===== config.mk =====
export PLATFORM = sky130hd
export DESIGN_NAME = pc_fetch_seq
export DESIGN_NICKNAME = d
export VERILOG_FILES = /design/src/rtl/pc_fetch_seq_pkg.sv /design/src/rtl/pc_fetch_seq_redirect.sv /design/src/rtl/pc_fetch_seq.sv
export SDC_FILE = /design/constraint.sdc
export NUM_CORES = 1
export LEC_CHECK = 0
export ABC_AREA = 1
export ABC_CLOCK_PERIOD_IN_PS = 2050
export CORE_MARGIN = 2
export CORE_UTILIZATION = 35
export CTS_CLUSTER_DIAMETER = 80
export DETAILED_ROUTE_END_ITERATION = 7
export GPL_TIMING_DRIVEN = 0
export HOLD_SLACK_MARGIN = 0.06
export PLACE_DENSITY = 0.58
export SYNTH_ARGS = -nofsm -noshare
export SYNTH_HDL_FRONTEND = slang
export SYNTH_HIERARCHICAL = 1
export SYNTH_SLANG_ARGS = --single-unit

===== constraint.sdc =====
create_clock -name i_Clk -period 2.05 [get_ports i_Clk]
set_input_delay 0.41 -clock i_Clk [delete_from_list [all_inputs] [get_ports i_Clk]]
set_output_delay 0.41 -clock i_Clk [all_outputs]
set_load 0.01 [all_outputs]

===== src/rtl/pc_fetch_seq_pkg.sv =====
// Shared definitions for the program-counter / instruction-fetch sequencer.
package pc_fetch_seq_pkg;

  localparam int unsigned ADDR_W     = 32;
  localparam int unsigned INST_W     = 32;
  localparam int unsigned INST_BYTES = 4;

  localparam logic [INST_W-1:0] NOP_INST = 32'h0000_0013;

  typedef enum logic [1:0] {
    S_BOOT  = 2'd0,
    S_FETCH = 2'd1,
    S_HOLD  = 2'd2
  } fetch_state_e;

  typedef struct packed {
    logic [INST_W-1:0] inst;
    logic [ADDR_W-1:0] pc;
  } inst_pkt_t;

  function automatic logic [ADDR_W-1:0] align_word(input logic [ADDR_W-1:0] addr);
    return {addr[ADDR_W-1:2], 2'b00};
  endfunction

endpackage


===== src/rtl/pc_fetch_seq_redirect.sv =====
// Deferred-redirect holder: aligns branch targets, parks one while a fetch is in flight,
// and flags misaligned targets.
module pc_redirect_reg
  import pc_fetch_seq_pkg::*;
(
  input  logic              clk_i,
  input  logic              rst_i,
  input  logic              br_taken_i,
  input  logic [ADDR_W-1:0] br_target_i,
  input  logic              capture_i,
  input  logic              clear_i,
  output logic              pend_o,
  output logic [ADDR_W-1:0] addr_o,
  output logic [ADDR_W-1:0] target_c_o,
  output logic              misalign_o
);

  logic              pend_q;
  logic [ADDR_W-1:0] addr_q;
  logic              misalign_q;

  assign target_c_o = align_word(br_target_i);

  // Latest capture overwrites an older parked target.
  always_ff @(posedge clk_i) begin
    if (rst_i) begin
      pend_q     <= 1'b0;
      addr_q     <= '0;
      misalign_q <= 1'b0;
    end else begin
      misalign_q <= br_taken_i & (br_target_i[1:0] != 2'b00);
      if (clear_i) begin
        pend_q <= 1'b0;
      end else if (capture_i) begin
        pend_q <= 1'b1;
        addr_q <= target_c_o;
      end
    end
  end

  assign pend_o     = pend_q;
  assign addr_o     = addr_q;
  assign misalign_o = misalign_q;

endmodule


===== src/rtl/pc_fetch_seq.sv =====
// Program counter and fetch sequencer: req/ack to instruction memory, valid/ready to decode,
// redirects applied only at handshake boundaries so wrong-path data is dropped.
module pc_fetch_seq
  import pc_fetch_seq_pkg::*;
#(
  parameter logic [ADDR_W-1:0] RESET_PC = 32'h0000_0000
) (
  input  logic              i_Clk,
  input  logic              i_Rst,
  input  logic              i_Br_taken,
  input  logic [ADDR_W-1:0] iv_Br_target,
  output logic              o_Imem_req,
  output logic [ADDR_W-1:0] ov_Imem_addr,
  input  logic              i_Imem_ack,
  input  logic [INST_W-1:0] iv_Imem_data,
  output logic              o_Inst_valid,
  output logic [INST_W-1:0] ov_Inst,
  output logic [ADDR_W-1:0] ov_Inst_pc,
  input  logic              i_Inst_ready,
  output logic              o_Flush,
  output logic              o_Misalign
);

  fetch_state_e      state_q;
  logic [ADDR_W-1:0] pc_q;
  inst_pkt_t         inst_q;
  logic              req_q;
  logic              valid_q;
  logic              flush_q;

  logic              redir_pend;
  logic [ADDR_W-1:0] redir_addr;
  logic [ADDR_W-1:0] target_al;
  logic              in_fetch_c;

  assign in_fetch_c = (state_q == S_FETCH);

  pc_redirect_reg u_redirect (
    .clk_i       (i_Clk),
    .rst_i       (i_Rst),
    .br_taken_i  (i_Br_taken),
    .br_target_i (iv_Br_target),
    .capture_i   (in_fetch_c & ~i_Imem_ack & i_Br_taken),
    .clear_i     (in_fetch_c & i_Imem_ack),
    .pend_o      (redir_pend),
    .addr_o      (redir_addr),
    .target_c_o  (target_al),
    .misalign_o  (o_Misalign)
  );

  // Sequencer; req/valid are registered alongside the state they decode.
  always_ff @(posedge i_Clk) begin
    if (i_Rst) begin
      state_q <= S_BOOT;
      pc_q    <= RESET_PC;
      inst_q  <= '0;
      req_q   <= 1'b0;
      valid_q <= 1'b0;
      flush_q <= 1'b0;
    end else begin
      flush_q <= i_Br_taken;
      unique case (state_q)
        S_BOOT: begin
          state_q <= S_FETCH;
          req_q   <= 1'b1;
          if (i_Br_taken) pc_q <= target_al;
        end
        S_FETCH: begin
          if (i_Imem_ack) begin
            if (i_Br_taken) begin
              pc_q <= target_al;
            end else if (redir_pend) begin
              pc_q <= redir_addr;
            end else begin
              inst_q.inst <= iv_Imem_data;
              inst_q.pc   <= pc_q;
              pc_q        <= pc_q + ADDR_W'(INST_BYTES);
              state_q     <= S_HOLD;
              req_q       <= 1'b0;
              valid_q     <= 1'b1;
            end
          end
        end
        S_HOLD: begin
          // A branch squashes the held instruction even if decode is ready.
          if (i_Br_taken) begin
            pc_q    <= target_al;
            state_q <= S_FETCH;
            req_q   <= 1'b1;
            valid_q <= 1'b0;
          end else if (i_Inst_ready) begin
            state_q <= S_FETCH;
            req_q   <= 1'b1;
            valid_q <= 1'b0;
          end
        end
        default: begin
          state_q <= S_BOOT;
          req_q   <= 1'b0;
          valid_q <= 1'b0;
        end
      endcase
    end
  end

  assign o_Imem_req   = req_q;
  assign ov_Imem_addr = pc_q;
  assign o_Inst_valid = valid_q;
  assign ov_Inst      = inst_q.inst;
  assign ov_Inst_pc   = inst_q.pc;
  assign o_Flush      = flush_q;

endmodule


==> results.md <==
- WS Path Type: flip-flop to output port
- Final min period: about 2000 ps
- Max frequency: 508 MHz
- Final hold vios: 0
- Max incr delay on CP: 610 ps
- Hold Path Origin: o_Inst_valid
- Outcome: finished clean
- Tightest Hold Check Type: flip-flop to flip-flop
- Post-route clock period utilization: 0.960
- Hold_buf cts: 0
- Worst EP required: 1640 ps
- CP max-delay cell: clkdlybuf4s50_1
- Vias in the first global route: 6060
- Post-detailed-route count of antenna-violating nets: 0
- Total grt overflow: 0
- Clock root buffer master: clkbuf_16
- Worst Tran Pin Value: 553 ps
- Worst setup SP type: flip-flop
- Pwr Total: roughly 8000 uW
- Antenna violations before repair: 0
- Area growth, synth to finish: 40.2%
- Die extent in x: 141 um
- ANT cells: 0
- Starting density of the core: 0.353
- Hold Worst Slack: 463 ps
- Synth Area in Compound Gates: 0.171
- Cell Area, Synth: around 6600 um2
- Count of final setup violators: 0
- Clock Path Buffers: 2
- Post-synthesis mux area share: 0
- Tot GR Track Use: 0.219
- Routed len/inst: 15.5 um
- Hpwl dp: 16.9 mm
- Via count: 6709
- Cell count after synthesis: 981
- Clock latency reported for the late side of the worst-skew pair: 420 ps
- Pre-antenna DRT Iters: 5
- Worst r2r src: ov_Imem_addr[2]
- Setup_tns: 0 ps
- Reg2reg end: ov_Imem_addr[20]
- Worst hold stages: 2
- Worst-path fanout max: 6
- Place WS: -945 ps
- CP Capture Type: output port
- Arr. time, crit path: 1560 ps
- Register area share after synthesis: 0.405
- FF+latch count, synth: 133
- Placed insts: 1386
- Cell accounting for the most synthesized area: dfxtp_1
- Port-buffer cells: 168
- Most common cell after layout, fill and taps aside: nor2_1
- # DRC: 0
- Synth Area in Simple Gates: 0.290
- Worst Setup Slack, final: 81.4 ps
- R2R cell count: 10
- Crit path buf inv count: 1
- Max cap viols: 0
- Top-area cell type share of the netlist area: 0.405
- Synth Area in XOR/XNOR: 0.00667
- Largest family of logic cells by synthesized area: simple AND/OR/NAND/NOR gates
- CTS tree: yes
- Die ar.: between 15000 and 20000 um2
- Drt first-iter violations: 523
- Slew Viols, Final: 0
- Hold Path Sink: o_Inst_valid
- Postcts setup bufs: 0
- Clock Skews: 5.82 ps
- CTS clk-pin slew, worst paths: ~60 ps
- Layout cells sized above 1: 0.110
- Slew headroom: 0.631
- Largest net degree at the start of global routing: 17
- Via/cell ratio: approximately 4.7
- Vert. Die Dim: around 140 um
- Final nets: roughly 1200
- Ys Warns: 6
- Crit path cell chain: clkdlybuf4s50_1
- Netlist cell types: 32
- CTS Sinks: between 100 and 150
- Num CTS Buffers: 17
- Peak VDD IR: about 570 uV
- First-pass GRT wire length: 33.6 mm
- Pwr dens: 850 nW/um2
- RSZ-0062 raised after global routing: false
- Routability cong.: 0.864
- # rows: 50
- IO Pins: about 170
- H-tree Lvls: 4
- Final std cells w/o fill: 1417
- Fraction of the mapped netlist area in adder cells: 0.00191
- R2r setup slk: 180 ps
- Mean Syn Cell Area: 6.69 um2
- CORE AREA: about 19000 um2
- DRT Wirelength: roughly 22 mm
- Crit path max-delay family: buffers and inverters
- Static leakage: 0.00377 uW
- Most frequent cells in the layout: nor2_1 (235), clkdlybuf4s50_1 (168), nand2_1 (146), dfxtp_1 (132), o21ai_0 (99)
- Synth area leaders: dfxtp_1 (41%), nor2_1 (13%), nand2_1 (8.3%)
state kept, by name, summed over array words and instances, names as in the netlist:
signal and cells:
o_Flush 1, o_Imem_req 1, o_Inst_valid 1, ov_Imem_addr 32, ov_Inst 32, ov_Inst_pc 32
state_q 2, u_redirect/addr_o 30, u_redirect/misalign_o 1, u_redirect/pend_o 1
cells in the mapped netlist, drive strengths merged:
library cell / n
a21oi: 91
o211ai: 4
o21ai: 112
nand4: 3
o22ai: 1
o21bai: 2
ha: 1
nand3: 67
nor4: 1
dfxtp: 133
nand2: 150
xnor2: 2
clkbuf: 21
a32oi: 2
buf: 66
conb: 1
xor2: 3
nor2: 245
nor3: 1
inv: 75
cell families after synthesis:
family / count (synthesis)
other: 1
buffers and inverters: 162
and+or+nand+nor: 467
AOI/OAI and AO/OA: 212
adders and majority gates: 1
DFF: 133
xor gates and xnor gates: 5
area by class of cell:
| cell class | count | area [um2] |
|---|---|---|
| fillers | 1933 | 9370 |
| multi-input cells | 689 | 3120 |
| inverters | 75 | 282 |
| clock inverters | 8 | 146 |
| repair buffers | 168 | 1680 |
| flip-flops and latches | 133 | 2660 |
| plain buffers | 87 | 537 |
| clock buffers | 23 | 488 |
| well taps | 234 | 293 |
power by group:
part / internal (uW) / leakage, uW / switching, uW
Combinational: 712 / 0.00237 / 789
Clock: 2160 / 0.000309 / 1140
Sequential: 2790 / 0.00109 / 233
Total: 5660 / 0.00377 / 2160
layer usage:
| layer | vias to the layer above | track usage | wire length (um) |
|---|---|---|---|
| met5 | - | 0 | 0 |
| met4 | 0 | 0.0732 | 362 |
| met3 | 25 | 0.0397 | 1260 |
| met2 | 211 | 0.352 | 9850 |
| met1 | 2981 | 0.299 | 10500 |
| li1 | 3492 | - | - |
tightest hold or removal path, delay by kind of cell, from the launching register on:
| kind | cells | cell delay (ps) |
|---|---|---|
| AO/OA/AOI/OAI | 1 | 50 |
| flip-flops | 1 | 310 |
| AND/OR/NAND/NOR | 1 | 60 |
worst max path at each step:
stage | end | cells past startpoint | startpoint | slack, ps
CTS | ov_Imem_addr[20] | 1 | ov_Imem_addr[20] | 70
global route | ov_Inst[6] | 6 | i_Rst | 10
floorplan | u_redirect/addr_o[17] | 6 | state_q[0] | 540
global placement | u_redirect/addr_o[18] | 7 | i_Br_taken | -1020
detailed placement | u_redirect/addr_o[18] | 7 | i_Br_taken | -940
finish | ov_Imem_addr[8] | 1 | ov_Imem_addr[8] | 80
metrics by stage:
step	cell area [um2]	utilization
after global routing	9210	0.495
final	9210	0.495
after detailed placement	8550	0.460
after CTS	9200	0.495
after floorplan	6580	-
after global placement	8550	0.460
repair_timing:
| item | 4_1_cts | 5_1_grt |
|---|---|---|
| pin swaps | 0 | 0 |
| hold endpoints to repair | 0 | 0 |
| resized for setup | 2 | 7 |
| setup endpoints to repair | 31 | 21 |
Note: power is estimated with default switching activity, not from simulation.
